**src/rtl/seg_pkg.sv**
```systemverilog
// Shared constants and types for the seven-segment scanner.
// Segment bit order is {g,f,e,d,c,b,a}, active-high.
package seg_pkg;

  localparam int NUM_DIGITS = 3;

  localparam logic [6:0] SEG_0    = 7'b0111111;
  localparam logic [6:0] SEG_1    = 7'b0000110;
  localparam logic [6:0] SEG_2    = 7'b1011011;
  localparam logic [6:0] SEG_3    = 7'b1001111;
  localparam logic [6:0] SEG_4    = 7'b1100110;
  localparam logic [6:0] SEG_5    = 7'b1101101;
  localparam logic [6:0] SEG_6    = 7'b1111101;
  localparam logic [6:0] SEG_7    = 7'b0000111;
  localparam logic [6:0] SEG_8    = 7'b1111111;
  localparam logic [6:0] SEG_9    = 7'b1101111;
  localparam logic [6:0] SEG_DASH = 7'b1000000;
  localparam logic [6:0] SEG_OFF  = 7'b0000000;

  typedef enum logic [1:0] {
    DIG_ONES = 2'd0,
    DIG_TENS = 2'd1,
    DIG_HUND = 2'd2
  } digit_e;

  function automatic logic [NUM_DIGITS-1:0] digit_onehot(
    input digit_e d
  );
    logic [NUM_DIGITS-1:0] oh;
    oh = '0;
    case (d)
      DIG_ONES: oh = 3'b001;
      DIG_TENS: oh = 3'b010;
      DIG_HUND: oh = 3'b100;
      default:  oh = 3'b000;
    endcase
    return oh;
  endfunction

endpackage

```
**src/rtl/seg_decoder.sv**
```systemverilog
// Combinational BCD nibble to seven-segment pattern decoder.
// Non-decimal nibbles show a dash.
module seg_decoder
  import seg_pkg::*;
(
  input  logic [3:0] nib,
  output logic [6:0] seg
);

  // Map each nibble to its glyph; 10-15 fall through to the dash.
  always_comb begin
    seg = SEG_DASH;
    case (nib)
      4'd0:    seg = SEG_0;
      4'd1:    seg = SEG_1;
      4'd2:    seg = SEG_2;
      4'd3:    seg = SEG_3;
      4'd4:    seg = SEG_4;
      4'd5:    seg = SEG_5;
      4'd6:    seg = SEG_6;
      4'd7:    seg = SEG_7;
      4'd8:    seg = SEG_8;
      4'd9:    seg = SEG_9;
      default: seg = SEG_DASH;
    endcase
  end

endmodule

```
**src/rtl/seven_seg_scanner.sv**
```systemverilog
// Three-digit multiplexed seven-segment scanner with
// leading-zero blanking, per-slot dead time and blinking.
module seven_seg_scanner
  import seg_pkg::*;
#(
  parameter int SCAN_DIV  = 50000,
  parameter int BLINK_DIV = 25000000
) (
  input  logic        clk,
  input  logic        rst_n,
  input  logic [11:0] bcd,
  input  logic        load,
  input  logic        blank_lz,
  input  logic        blink_en,
  output logic [6:0]  seg,
  output logic [2:0]  an
);

  localparam int SW = (SCAN_DIV  > 2) ? $clog2(SCAN_DIV)  : 1;
  localparam int BW = (BLINK_DIV > 2) ? $clog2(BLINK_DIV) : 1;

  localparam logic [SW-1:0] SCAN_LAST  = SW'(SCAN_DIV - 1);
  localparam logic [BW-1:0] BLINK_LAST = BW'(BLINK_DIV - 1);

  logic [11:0]   disp;
  logic [SW-1:0] scan_cnt;
  logic          scan_wrap;
  digit_e        index;
  digit_e        index_nxt;
  logic [BW-1:0] blink_cnt;
  logic          blink_phase;
  logic          blink_wrap;

  logic [3:0]    nib_hund;
  logic [3:0]    nib_tens;
  logic [3:0]    nib_ones;
  logic [3:0]    nib_sel;
  logic [6:0]    seg_raw;
  logic          blank_dig;
  logic          dark;
  logic [6:0]    seg_nxt;
  logic [2:0]    an_nxt;

  assign nib_hund = disp[11:8];
  assign nib_tens = disp[7:4];
  assign nib_ones = disp[3:0];

  assign scan_wrap  = (scan_cnt == SCAN_LAST);
  assign blink_wrap = (blink_cnt == BLINK_LAST);

  // Display register: captured on load, held otherwise.
  always_ff @(posedge clk or negedge rst_n) begin
    if (!rst_n) begin
      disp <= '0;
    end else if (load) begin
      disp <= bcd;
    end
  end

  // Free-running slot timer.
  always_ff @(posedge clk or negedge rst_n) begin
    if (!rst_n) begin
      scan_cnt <= '0;
    end else if (scan_wrap) begin
      scan_cnt <= '0;
    end else begin
      scan_cnt <= scan_cnt + 1'b1;
    end
  end

  // Digit index register.
  always_ff @(posedge clk or negedge rst_n) begin
    if (!rst_n) begin
      index <= DIG_ONES;
    end else begin
      index <= index_nxt;
    end
  end

  // Advance ones -> tens -> hundreds -> ones on each slot wrap.
  always_comb begin
    index_nxt = index;
    if (scan_wrap) begin
      case (index)
        DIG_ONES: index_nxt = DIG_TENS;
        DIG_TENS: index_nxt = DIG_HUND;
        DIG_HUND: index_nxt = DIG_ONES;
        default:  index_nxt = DIG_ONES;
      endcase
    end
  end

  // Blink timer runs continuously so blink_en only gates output.
  always_ff @(posedge clk or negedge rst_n) begin
    if (!rst_n) begin
      blink_cnt   <= '0;
      blink_phase <= 1'b0;
    end else if (blink_wrap) begin
      blink_cnt   <= '0;
      blink_phase <= ~blink_phase;
    end else begin
      blink_cnt   <= blink_cnt + 1'b1;
    end
  end

  // Select the nibble and the blanking rule for the active digit.
  always_comb begin
    nib_sel   = nib_ones;
    blank_dig = 1'b0;
    case (index)
      DIG_ONES: begin
        nib_sel   = nib_ones;
        blank_dig = 1'b0;
      end
      DIG_TENS: begin
        nib_sel   = nib_tens;
        blank_dig = blank_lz
                  && (nib_hund == 4'd0)
                  && (nib_tens == 4'd0);
      end
      DIG_HUND: begin
        nib_sel   = nib_hund;
        blank_dig = blank_lz
                  && (nib_hund == 4'd0);
      end
      default: begin
        nib_sel   = nib_ones;
        blank_dig = 1'b0;
      end
    endcase
  end

  seg_decoder u_dec (
    .nib (nib_sel),
    .seg (seg_raw)
  );

  assign dark = (scan_cnt == '0)
              || (blink_en && blink_phase);

  // Next output: dark in dead time or blink-off, else the digit.
  always_comb begin
    seg_nxt = SEG_OFF;
    an_nxt  = 3'b000;
    if (!dark) begin
      an_nxt  = digit_onehot(index);
      seg_nxt = blank_dig ? SEG_OFF : seg_raw;
    end
  end

  // Registered drivers for the segment and anode pins.
  always_ff @(posedge clk or negedge rst_n) begin
    if (!rst_n) begin
      seg <= SEG_OFF;
      an  <= 3'b000;
    end else begin
      seg <= seg_nxt;
      an  <= an_nxt;
    end
  end

endmodule

```
**config.mk**
```make
export PLATFORM = sky130hd
export DESIGN_NAME = seven_seg_scanner
export DESIGN_NICKNAME = d
export VERILOG_FILES = /design/src/rtl/seg_pkg.sv /design/src/rtl/seg_decoder.sv /design/src/rtl/seven_seg_scanner.sv
export SDC_FILE = /design/constraint.sdc
export NUM_CORES = 1
export LEC_CHECK = 0
export ABC_AREA = 1
export BUFFER_PORTS_ARGS = -buffer_cell sky130_fd_sc_hd__buf_2
export CORE_ASPECT_RATIO = 1.2
export CORE_MARGIN = 3
export CORE_UTILIZATION = 60
export DETAILED_ROUTE_END_ITERATION = 10
export PLACE_DENSITY = 0.77
export SLEW_MARGIN = 20
export SYNTH_ARGS = -nofsm -noshare
export SYNTH_HDL_FRONTEND = slang
export SYNTH_HIERARCHICAL = 1
export SYNTH_SLANG_ARGS = --single-unit
```
**constraint.sdc**
```tcl
create_clock -name clk -period 2.9 [get_ports clk]
set_input_delay 0.725 -clock clk [delete_from_list [all_inputs] [get_ports clk]]
set_output_delay 0.725 -clock clk [all_outputs]
set_load 0.02 [all_outputs]
```
==> impl_metrics.yaml <==
run_status:
  status: "complete, no violations"
layout:
  final_cells: 607
  fin_util_pct: 69.89
  finalInstanceArea_um2: 4014
  syn2layout_area_growth_pct: 10.85
  diodes: 0
  drive_gt1_share_pct: 10.44
  final_net_count: 552
grt:
  grt_pass1_vias: 3028
  grt_usage_pct: 23.51
  grt_antenna_before_repair: 0
  grt_max_degree: 29
  grt_first_pass_wirelength_mm: 13.01
  overflow: 0
timing:
  drv_slew: 0
  tns_ns: 0
  fin_ws_ns: 0.6018
  rsz0062_at_grt: "false"
  setup_viol: 0
  max_slew_margin_pct: 57.58
  fmax_ghz: 0.4351
  finalCritPeriodShare_pct: 79.25
  final_hold_viol_count: 0
  whs_ns: 0.3932
  clock_skew_ns: 0.006676
  fin_crit_ns: 2.298
  worst_slew_pin_slew_ns: 0.6363
clocking:
  numClockSinks: 66
  insertion_delay_ns: 0.35
  root_buffer: "clkbuf_8"
  ctsLongestPathBuffers: 2
  clk_pin_slew_worst_paths_ns: 0.08
  cts_tree: "yes"
  cts_inserted_buffers: 9
  postCtsSetupBuffers: 0
  post_cts_resized: 0
  hold_buffers: 0
  h-tree-depth: 3
worst_setup_path:
  critPathMaxFanout: 9
  endpoint_kind: "flop"
  r2r-start: "index[0]"
  rr_endpoint: "seg[3]"
  ff2ff_path_depth: 11
  worst_ep_arrival_time_ns: 2.57
  rrSetupSlack_ns: 0.60
  path_class: "flop to flop"
  startpoint_type: "flop"
  required_ns: 3.17
run:
  max_cap_viol_count: 0
detailed_routing:
  dr.pass1.iters: 4
  vias: 3050
  initialDrtViolationCount: 87
  route.detailed.drc: 0
  wirelength_mm: 7.580
  wl_per_cell_um: 12.49
  postRouteAntennaNets: 0
  via_per_inst: 5.025
pwr:
  total_power_mw: 1.794
  leakage_nw: 2.052
  power_density_nw_per_um2: 447.0
  irDropWorstVdd_mv: 0.3731
floorplan:
  ios: 27
  die_area_um2: 7007
  initial_utilization_pct: 63.05
  die_y_um: 91.10
  die_width_um: 76.92
  core_area_um2: 5743
  num_rows: 30
logic_synthesis:
  synth_cells: 487
  avgSynthCellArea_um2: 7.435
  ys_ff_latch: 66
  synth_seq_area_share_pct: 45.61
  yosys_warnings: 6
  ys_types: 25
  synth.net_count: 517
  netlist_area_um2: 3621
placed_design:
  dp_hpwl_mm: 5.766
  gp_congestion: 0.8936
  place_inst: 591
  placed_cell_area_um2: 3844
  port-buffer-count: 26
  dp_slack_ns: 0.6204
min_path:
  hold_path_class: "input pin to async pin"
## worst max path at each step
stage               slack [ns]     start     end  depth (start not counted)
floorplan                 0.84  index[0]  seg[3]                         12
global placement          0.80  index[0]  seg[3]                         11
detailed placement        0.62  index[1]  seg[3]                         11
CTS                       0.61  index[0]  seg[3]                         11
global route              0.41  index[0]  seg[3]                         11
finish                    0.60  index[0]  seg[3]                         11
## critical path: stages (launching register included)
cell	delay (ns)
dfrtp_1	0.37
inv_1	0.09
ha_1	0.41
o21ai_0	0.41
inv_1	0.19
ha_1	0.32
nand2_1	0.06
nand2_1	0.09
nand2_1	0.05
nand2_1	0.07
nand2_1	0.06
nor2_1	0.11
## cell families after synthesis
family	count (synthesis)	synth area share, %
AO/OA/AOI/OAI	27	3.939
XOR/XNOR	24	5.805
adder cells (fa/ha/maj)	13	4.492
buffers and inverters	77	8.189
flip-flops	66	45.61
multiplexers	1	0.3110
AND/OR/NAND/NOR	279	31.65
## Yosys cell counts, drive strengths merged
cell    number  area, um2
nand2      141      534.3
nor2        93      369.1
inv         73      274.0
dfrtp       66       1652
nand3       21      105.1
o21ai       21      105.1
xor2        20      175.2
nor3        14      70.07
ha          13      162.7
nand4        5      31.28
nand3b       4      30.03
xnor2        4      35.03
clkbuf       3      11.26
o22ai        3      18.77
a21oi        1      5.000
a31oi        1      6.260
and2         1      6.260
buf          1      11.26
mux2         1      11.26
o211ai       1      7.510
## metal layers
| metal | global-route usage [%] | part of all wire [%] |
|---|---|---|
| met1 | 27.00 | 43 |
| met5 | 0 | 0 |
| met4 | 13.90 | 3.1 |
| met2 | 41.13 | 51 |
| met3 | 3.472 | 3.2 |
## cell usage in the layout, fill, tap and decap left out, drive strengths merged
master and count:
nor3 14, ha 13, clkinv 4, o22ai 3
nand2 141, a21oi 1, nand4 5, o21ai 21
clkinvlp 3, xnor2 4, a31oi 1, xor2 20
buf 28, clkbuf 9, dfrtp 66, nand3b 4
o211ai 1, nand3 21, nor2 93, mux2 1
inv 73, and2 1
## where the power goes
group | total (mW) | switching, mW | leakage, nW | internal [mW]
clock network | 0.683 | 0.377 | 0.0810 | 0.306
registers | 0.960 | 0.00985 | 0.850 | 0.950
logic | 0.152 | 0.102 | 1.12 | 0.0496
## sequential cells by signal, summed over array words and instances, names as in the netlist
name	cells
blink_phase	1
blink_cnt	25
an	3
seg	7
scan_cnt	16
index	2
disp	12
## layout make-up
cell class / instances / area (um2)
clock inverters: 7 / 46.29
well taps: 80 / 100.1
flip-flops and latches: 66 / 1652
multi-input cells: 344 / 1673
fillers: 491 / 1729
inverters: 73 / 274.0
clock buffers: 9 / 123.9
repair buffers: 28 / 145.1
(Power assumes the default switching activity.)
